## config.mk

```make
export PLATFORM = sky130hd
export DESIGN_NAME = perf_counter_bank
export DESIGN_NICKNAME = d
export VERILOG_FILES = /design/src/rtl/perf_pkg.sv /design/src/rtl/perf_counter.sv /design/src/rtl/perf_counter_bank.sv
export SDC_FILE = /design/constraint.sdc
export NUM_CORES = 2
export LEC_CHECK = 0
export CAP_MARGIN = 20
export CORE_MARGIN = 4
export CORE_UTILIZATION = 60
export CTS_CLUSTER_DIAMETER = 150
export DETAILED_ROUTE_END_ITERATION = 16
export HOLD_SLACK_MARGIN = 0.05
export PLACE_DENSITY = 0.84
export REMOVE_ABC_BUFFERS = 1
export SYNTH_ARGS = -nofsm -noshare
export SYNTH_HDL_FRONTEND = slang
export SYNTH_SLANG_ARGS = --single-unit
```

## constraint.sdc

```tcl
create_clock -name clk -period 3.8 [get_ports clk]
set_input_delay 0.38 -clock clk [delete_from_list [all_inputs] [get_ports clk]]
set_output_delay 0.38 -clock clk [all_outputs]
set_load 0.01 [all_outputs]
```

## src/rtl/perf_pkg.sv

```systemverilog
// Shared definitions for the performance counter bank: mode encodings,
// mode-bit positions and default parameter values.
package perf_pkg;

  // Counting mode held in cfg_mode[MODE_BIT]
  typedef enum logic {
    MODE_LEVEL = 1'b0,
    MODE_EDGE  = 1'b1
  } cnt_mode_e;

  // Bit positions inside the 2-bit cfg_mode field
  localparam int MODE_BIT   = 0;
  localparam int IRQ_EN_BIT = 1;

  // Default bank geometry
  localparam int DEF_NUM_CNT = 16;
  localparam int DEF_CNT_W   = 32;
  localparam int DEF_NUM_EVT = 16;

endpackage

```

## src/rtl/perf_counter.sv

```systemverilog
// One performance counter: its own select/mode/enable registers, event
// selection with optional rising-edge qualification, and wrap/overflow.
module perf_counter
  import perf_pkg::*;
#(
  parameter int               CNT_W   = DEF_CNT_W,
  parameter int               NUM_EVT = DEF_NUM_EVT,
  parameter int               SEL_W   = $clog2(NUM_EVT),
  parameter logic [SEL_W-1:0] RST_SEL = '0
) (
  input  logic               clk,
  input  logic               rst,
  input  logic [NUM_EVT-1:0] evt_i,
  input  logic [NUM_EVT-1:0] evtPrev_i,
  input  logic               freeze_i,
  input  logic               cfgWe_i,
  input  logic [SEL_W-1:0]   cfgSel_i,
  input  logic [1:0]         cfgMode_i,
  input  logic               cfgEn_i,
  input  logic               cntWe_i,
  input  logic [CNT_W-1:0]   cntWdata_i,
  input  logic               ovfClr_i,
  output logic [CNT_W-1:0]   cnt_o,
  output logic               ovf_o,
  output logic               irqEn_o
);

  logic [SEL_W-1:0] sel_q, sel_d;
  logic [1:0]       mode_q, mode_d;
  logic             en_q, en_d;
  logic [CNT_W-1:0] cnt_q, cnt_d;
  logic             ovf_q, ovf_d;
  logic             selNow;
  logic             selPrev;
  logic             hit;

  // Pick the selected event bit and its previous value; unused select codes read as 0
  always_comb begin
    selNow  = 1'b0;
    selPrev = 1'b0;
    for (int e = 0; e < NUM_EVT; e++) begin
      if (sel_q == SEL_W'(e)) begin
        selNow  = evt_i[e];
        selPrev = evtPrev_i[e];
      end
    end
  end

  assign hit = en_q && !freeze_i &&
               ((mode_q[MODE_BIT] == 1'(MODE_EDGE)) ? (selNow && !selPrev) : selNow);

  // Next state: config writes, preload overriding increment, sticky overflow with set-wins
  always_comb begin
    sel_d  = sel_q;
    mode_d = mode_q;
    en_d   = en_q;
    cnt_d  = cnt_q;
    ovf_d  = ovf_q;
    if (cfgWe_i) begin
      sel_d  = cfgSel_i;
      mode_d = cfgMode_i;
      en_d   = cfgEn_i;
    end
    if (ovfClr_i) begin
      ovf_d = 1'b0;
    end
    if (cntWe_i) begin
      cnt_d = cntWdata_i;
    end else if (hit) begin
      cnt_d = cnt_q + CNT_W'(1);
      if (&cnt_q) begin
        ovf_d = 1'b1;
      end
    end
  end

  // Counter state registers with synchronous reset
  always_ff @(posedge clk) begin
    if (rst) begin
      sel_q  <= RST_SEL;
      mode_q <= 2'b00;
      en_q   <= 1'b0;
      cnt_q  <= '0;
      ovf_q  <= 1'b0;
    end else begin
      sel_q  <= sel_d;
      mode_q <= mode_d;
      en_q   <= en_d;
      cnt_q  <= cnt_d;
      ovf_q  <= ovf_d;
    end
  end

  assign cnt_o   = cnt_q;
  assign ovf_o   = ovf_q;
  assign irqEn_o = mode_q[IRQ_EN_BIT];

endmodule

```

## src/rtl/perf_counter_bank.sv

```systemverilog
// Bank of NUM_CNT configurable event counters with registered readback,
// sticky overflow flags and a registered interrupt.
// Optional feature macro PERF_CNT_SNAPSHOT_EN adds snap/rd_src ports and a
// shadow copy of every counter selectable for readback.
module perf_counter_bank
  import perf_pkg::*;
#(
  parameter int  NUM_CNT = DEF_NUM_CNT,
  parameter int  CNT_W   = DEF_CNT_W,
  parameter int  NUM_EVT = DEF_NUM_EVT,
  localparam int IDX_W   = $clog2(NUM_CNT),
  localparam int SEL_W   = $clog2(NUM_EVT)
) (
  input  logic               clk,
  input  logic               rst,
  input  logic [NUM_EVT-1:0] evt,
  input  logic               freeze,
  input  logic               cfg_we,
  input  logic [IDX_W-1:0]   cfg_idx,
  input  logic [SEL_W-1:0]   cfg_sel,
  input  logic [1:0]         cfg_mode,
  input  logic               cfg_en,
  input  logic               cnt_we,
  input  logic [IDX_W-1:0]   cnt_idx,
  input  logic [CNT_W-1:0]   cnt_wdata,
`ifdef PERF_CNT_SNAPSHOT_EN
  input  logic               snap,
  input  logic               rd_src,
`endif
  input  logic [IDX_W-1:0]   rd_idx,
  output logic [CNT_W-1:0]   rd_data,
  output logic [NUM_CNT-1:0] ovf,
  input  logic [NUM_CNT-1:0] ovf_clr,
  output logic               irq
);

  logic [NUM_EVT-1:0] evtPrev_q;
  logic [CNT_W-1:0]   cntVal [NUM_CNT];
  logic [NUM_CNT-1:0] irqEn;
  logic [CNT_W-1:0]   rdData_q, rdData_d;
  logic               irq_q;

  // Previous value of every event line, shared by all edge-mode counters
  always_ff @(posedge clk) begin
    if (rst) evtPrev_q <= '0;
    else     evtPrev_q <= evt;
  end

  for (genvar i = 0; i < NUM_CNT; i++) begin : g_cnt
    perf_counter #(
      .CNT_W   (CNT_W),
      .NUM_EVT (NUM_EVT),
      .SEL_W   (SEL_W),
      .RST_SEL (SEL_W'(i % NUM_EVT))
    ) u_cnt (
      .clk        (clk),
      .rst        (rst),
      .evt_i      (evt),
      .evtPrev_i  (evtPrev_q),
      .freeze_i   (freeze),
      .cfgWe_i    (cfg_we && (cfg_idx == IDX_W'(i))),
      .cfgSel_i   (cfg_sel),
      .cfgMode_i  (cfg_mode),
      .cfgEn_i    (cfg_en),
      .cntWe_i    (cnt_we && (cnt_idx == IDX_W'(i))),
      .cntWdata_i (cnt_wdata),
      .ovfClr_i   (ovf_clr[i]),
      .cnt_o      (cntVal[i]),
      .ovf_o      (ovf[i]),
      .irqEn_o    (irqEn[i])
    );
  end

`ifdef PERF_CNT_SNAPSHOT_EN
  logic [CNT_W-1:0] shadow_q [NUM_CNT];

  // Capture every live counter into the shadow bank on snap
  always_ff @(posedge clk) begin
    for (int i = 0; i < NUM_CNT; i++) begin
      if (rst)       shadow_q[i] <= '0;
      else if (snap) shadow_q[i] <= cntVal[i];
    end
  end

  // Readback mux over live or shadow counters; out-of-range index reads 0
  always_comb begin
    rdData_d = '0;
    for (int i = 0; i < NUM_CNT; i++) begin
      if (rd_idx == IDX_W'(i)) rdData_d = rd_src ? shadow_q[i] : cntVal[i];
    end
  end
`else
  // Readback mux over live counters; out-of-range index reads 0
  always_comb begin
    rdData_d = '0;
    for (int i = 0; i < NUM_CNT; i++) begin
      if (rd_idx == IDX_W'(i)) rdData_d = cntVal[i];
    end
  end
`endif

  // Register readback data and the interrupt derived from current overflow flags
  always_ff @(posedge clk) begin
    if (rst) begin
      rdData_q <= '0;
      irq_q    <= 1'b0;
    end else begin
      rdData_q <= rdData_d;
      irq_q    <= |(ovf & irqEn);
    end
  end

  assign rd_data = rdData_q;
  assign irq     = irq_q;

endmodule

```

==> impl_metrics.toml <==
[timing]
period_share = 0.9472
fin_skew_ns = 0.04211
hold_viol_final = 0
holdWs_ns = 0.1344
final-setup-viol-count = 0
max_slew_margin = 0.1806
max_slew.worst_pin.slew_ns = 1.225
rsz0062_at_grt = "no"
timing.final.crit_period_ns = 3.599
fmax_mhz = 277.8
maxSlewViolCount = 0

[die]
floorplan.initialDensity = 0.6037
placement_rows = 101
io_pins = 137
die_w_um = 284.2
die_h_um = 284.2
die_area_mm2 = 0.08078
core_area_mm2 = 0.07582

[power]
power_mw = 17.57
p_per_area_mw_per_mm2 = 344.6
irDropWorstVdd_mv = 0.3539
p_leak_nw = 16.63

[global_route]
grt_pass1_vias = 44917
grt_max_degree = 157
grt_pass1_wl_um = 284700
grt.total_usage = 0.4542
antenna_found_initial = 5
grt-ovfl-total = 0

[route]
vias_per_cell = 7.256
drcViolationCount = 0
drt_iter0_markers = 7873
met1_length_um = 69690
met3WireLength_um = 30580
dr.max_layer_used = "met5"
vias = 49528
ant_nets = 0
dr.pass1.iters = 9
dr_wl_met2_um = 76560
routed_wl_um = 193800
routedWlPerCell_um = 28.39

[clocking]
cts_sinks = 689
cts_buffers = 78
insertion_delay_ns = 0.67
path_clk_slew_ns = 0.07
tritoncts = "done"
postCtsSetupRepairBufs = 0
cts_resized = 0
cts_max_level = 3
cts.hold.buffers_added = 0
cts_root_buf = "clkbuf_16"
cts-root-to-sink-buffers = 3

[synthesis]
avgSynthCellArea_um2 = 7.777
synth_warnings = 0
synth_top_area_share = 0.3013
synthArstFlopShare = 0
ys_seq_elements = 689
ys_seq_area_frac = 0.3013
synth_edf_count = 0
yosysTopAreaCell = "dfxtp_1"
synth.most_common_cell = "nor2_1"
yosysUniqueCellTypes = 98
ys_dominant_reg_cell = "dfxtp_1"
ys_top_cells_by_area = "dfxtp_1 (30%), a211oi_1 (6.3%), nor2_1 (6.2%)"
ys_top_cells_by_count = "nor2_1 (762), dfxtp_1 (689), clkbuf_1 (446), nand2_1 (445), a211oi_1 (386)"
synthesis.area_mm2 = 0.04578
synthCells = 5886

[placed_design]
port_buffers = 136
gp_congestion = 1.065
dp.cells = 6680
hpwl_um = 136100

[finish]
drive_gt1_frac = 0.09464
finalNonFillerCells = 6826
num-nets-final = 5888
area_growth_pct = 11.37

[run_status]
status = "complete, no violations"

[critical_path]
arrival_ns = 4.16
crit_path_end_kind = "flip-flop"
cp.required_ns = 4.36
worstPathMaxFanout = 26
critPathKind = "flip-flop to flip-flop"
startpoint_type = "flip-flop"

[worst_hold_path]
hp-class = "input port to flip-flop"

[job]
drv_cap = 0
==> layer usage <==
metal / up-vias / global-route usage
met4: 8 / 0.3099
met2: 3843 / 0.6356
met1: 23057 / 0.5787
li1: 21571 / -
met5: - / 0
met3: 1049 / 0.1695
==> kinds of logic (layout without fill, tap and decap cells) <==
logic type      after synthesis  in the layout  share of synthesized area
compound gates             1448           1448                     0.2304
xor+xnor                    372            372                    0.07117
fa+ha+maj                    16             16                   0.004373
buf+inv                     716            673                    0.06264
flops                       689            689                     0.3013
mux                         272            272                    0.07060
other cells                   0              5                          0
simple gates               2373           2373                     0.2595
==> metrics by stage <==
step / utilization / worst slack, ns / instance area, um^2 / TNS (ns)
after floorplan: - / -0.4876 / 43440 / -9.473
after CTS: 0.6717 / 0.2826 / 50930 / 0
after detailed placement: 0.6374 / -0.006294 / 48330 / -0.006294
after global placement: 0.6374 / 0.02632 / 48330 / 0
final: 0.6724 / 0.2005 / 50980 / 0
after global routing: 0.6722 / 0.04811 / 50970 / 0
==> cells in the final DEF, fill, tap and decap left out, drive strengths merged, types with 143 or more instances in the layout <==
cell    Yosys  layout
a211oi    386     386
a21oi     178     178
buf       129     269
dfxtp     689     689
mux2i     198     198
nand2     445     445
nand3     163     163
nand4     143     143
nor2      764     764
nor3      174     174
o21ai     200     200
xnor2     283     283
==> area by class of cell <==
cell class | count | area, um^2
Antenna cell | 5 | 12.51
Clock buffer | 115 | 2323
Clock inverter | 24 | 279.0
Fill cell | 6334 | 24840
Inverter | 140 | 525.5
Multi-Input combinational cell | 4481 | 29250
Sequential cell | 689 | 13790
Tap cell | 978 | 1224
Timing Repair Buffer | 394 | 3578
==> worst max-delay path, stage by stage (launching register included) <==
cell       delay, ns
dfxtp_1         0.85
mux2i_1         0.16
mux4_2          0.50
o311ai_0        0.13
o2bb2ai_1       0.24
a41oi_2         0.61
or4b_2          0.85
o21ai_0         0.18
==> path summary, 6_finish.rpt <==
path,from,endpoint,slack (ns),depth (start not counted)
min reg2reg,g_cnt[1].u_cnt.en_q,g_cnt[1].u_cnt.en_q,0.50,2
max,g_cnt[4].u_cnt.sel_q[1],g_cnt[4].u_cnt.ovf_o,0.20,7
max reg2reg,g_cnt[4].u_cnt.sel_q[1],g_cnt[4].u_cnt.ovf_o,0.20,7
min,rst,g_cnt[9].u_cnt.sel_q[1],0.13,2
==> sequential cells by signal, indices dropped and copies added, names as in the netlist <==
signal,count
g_cnt.u_cnt.cnt_o,512
g_cnt.u_cnt.sel_q,64
g_cnt.u_cnt.mode_q,32
rd_data,32
evtPrev_q,16
g_cnt.u_cnt.en_q,16
g_cnt.u_cnt.ovf_o,16
irq,1
==> report_power, final <==
group	total (mW)	internal, mW	switching, mW	leakage [nW]
Combinational	2.05	0.683	1.36	9.78
Sequential	7.70	7.40	0.297	5.58
Clock	7.82	4.46	3.35	1.27
Power figures use the tool's default switching activity.
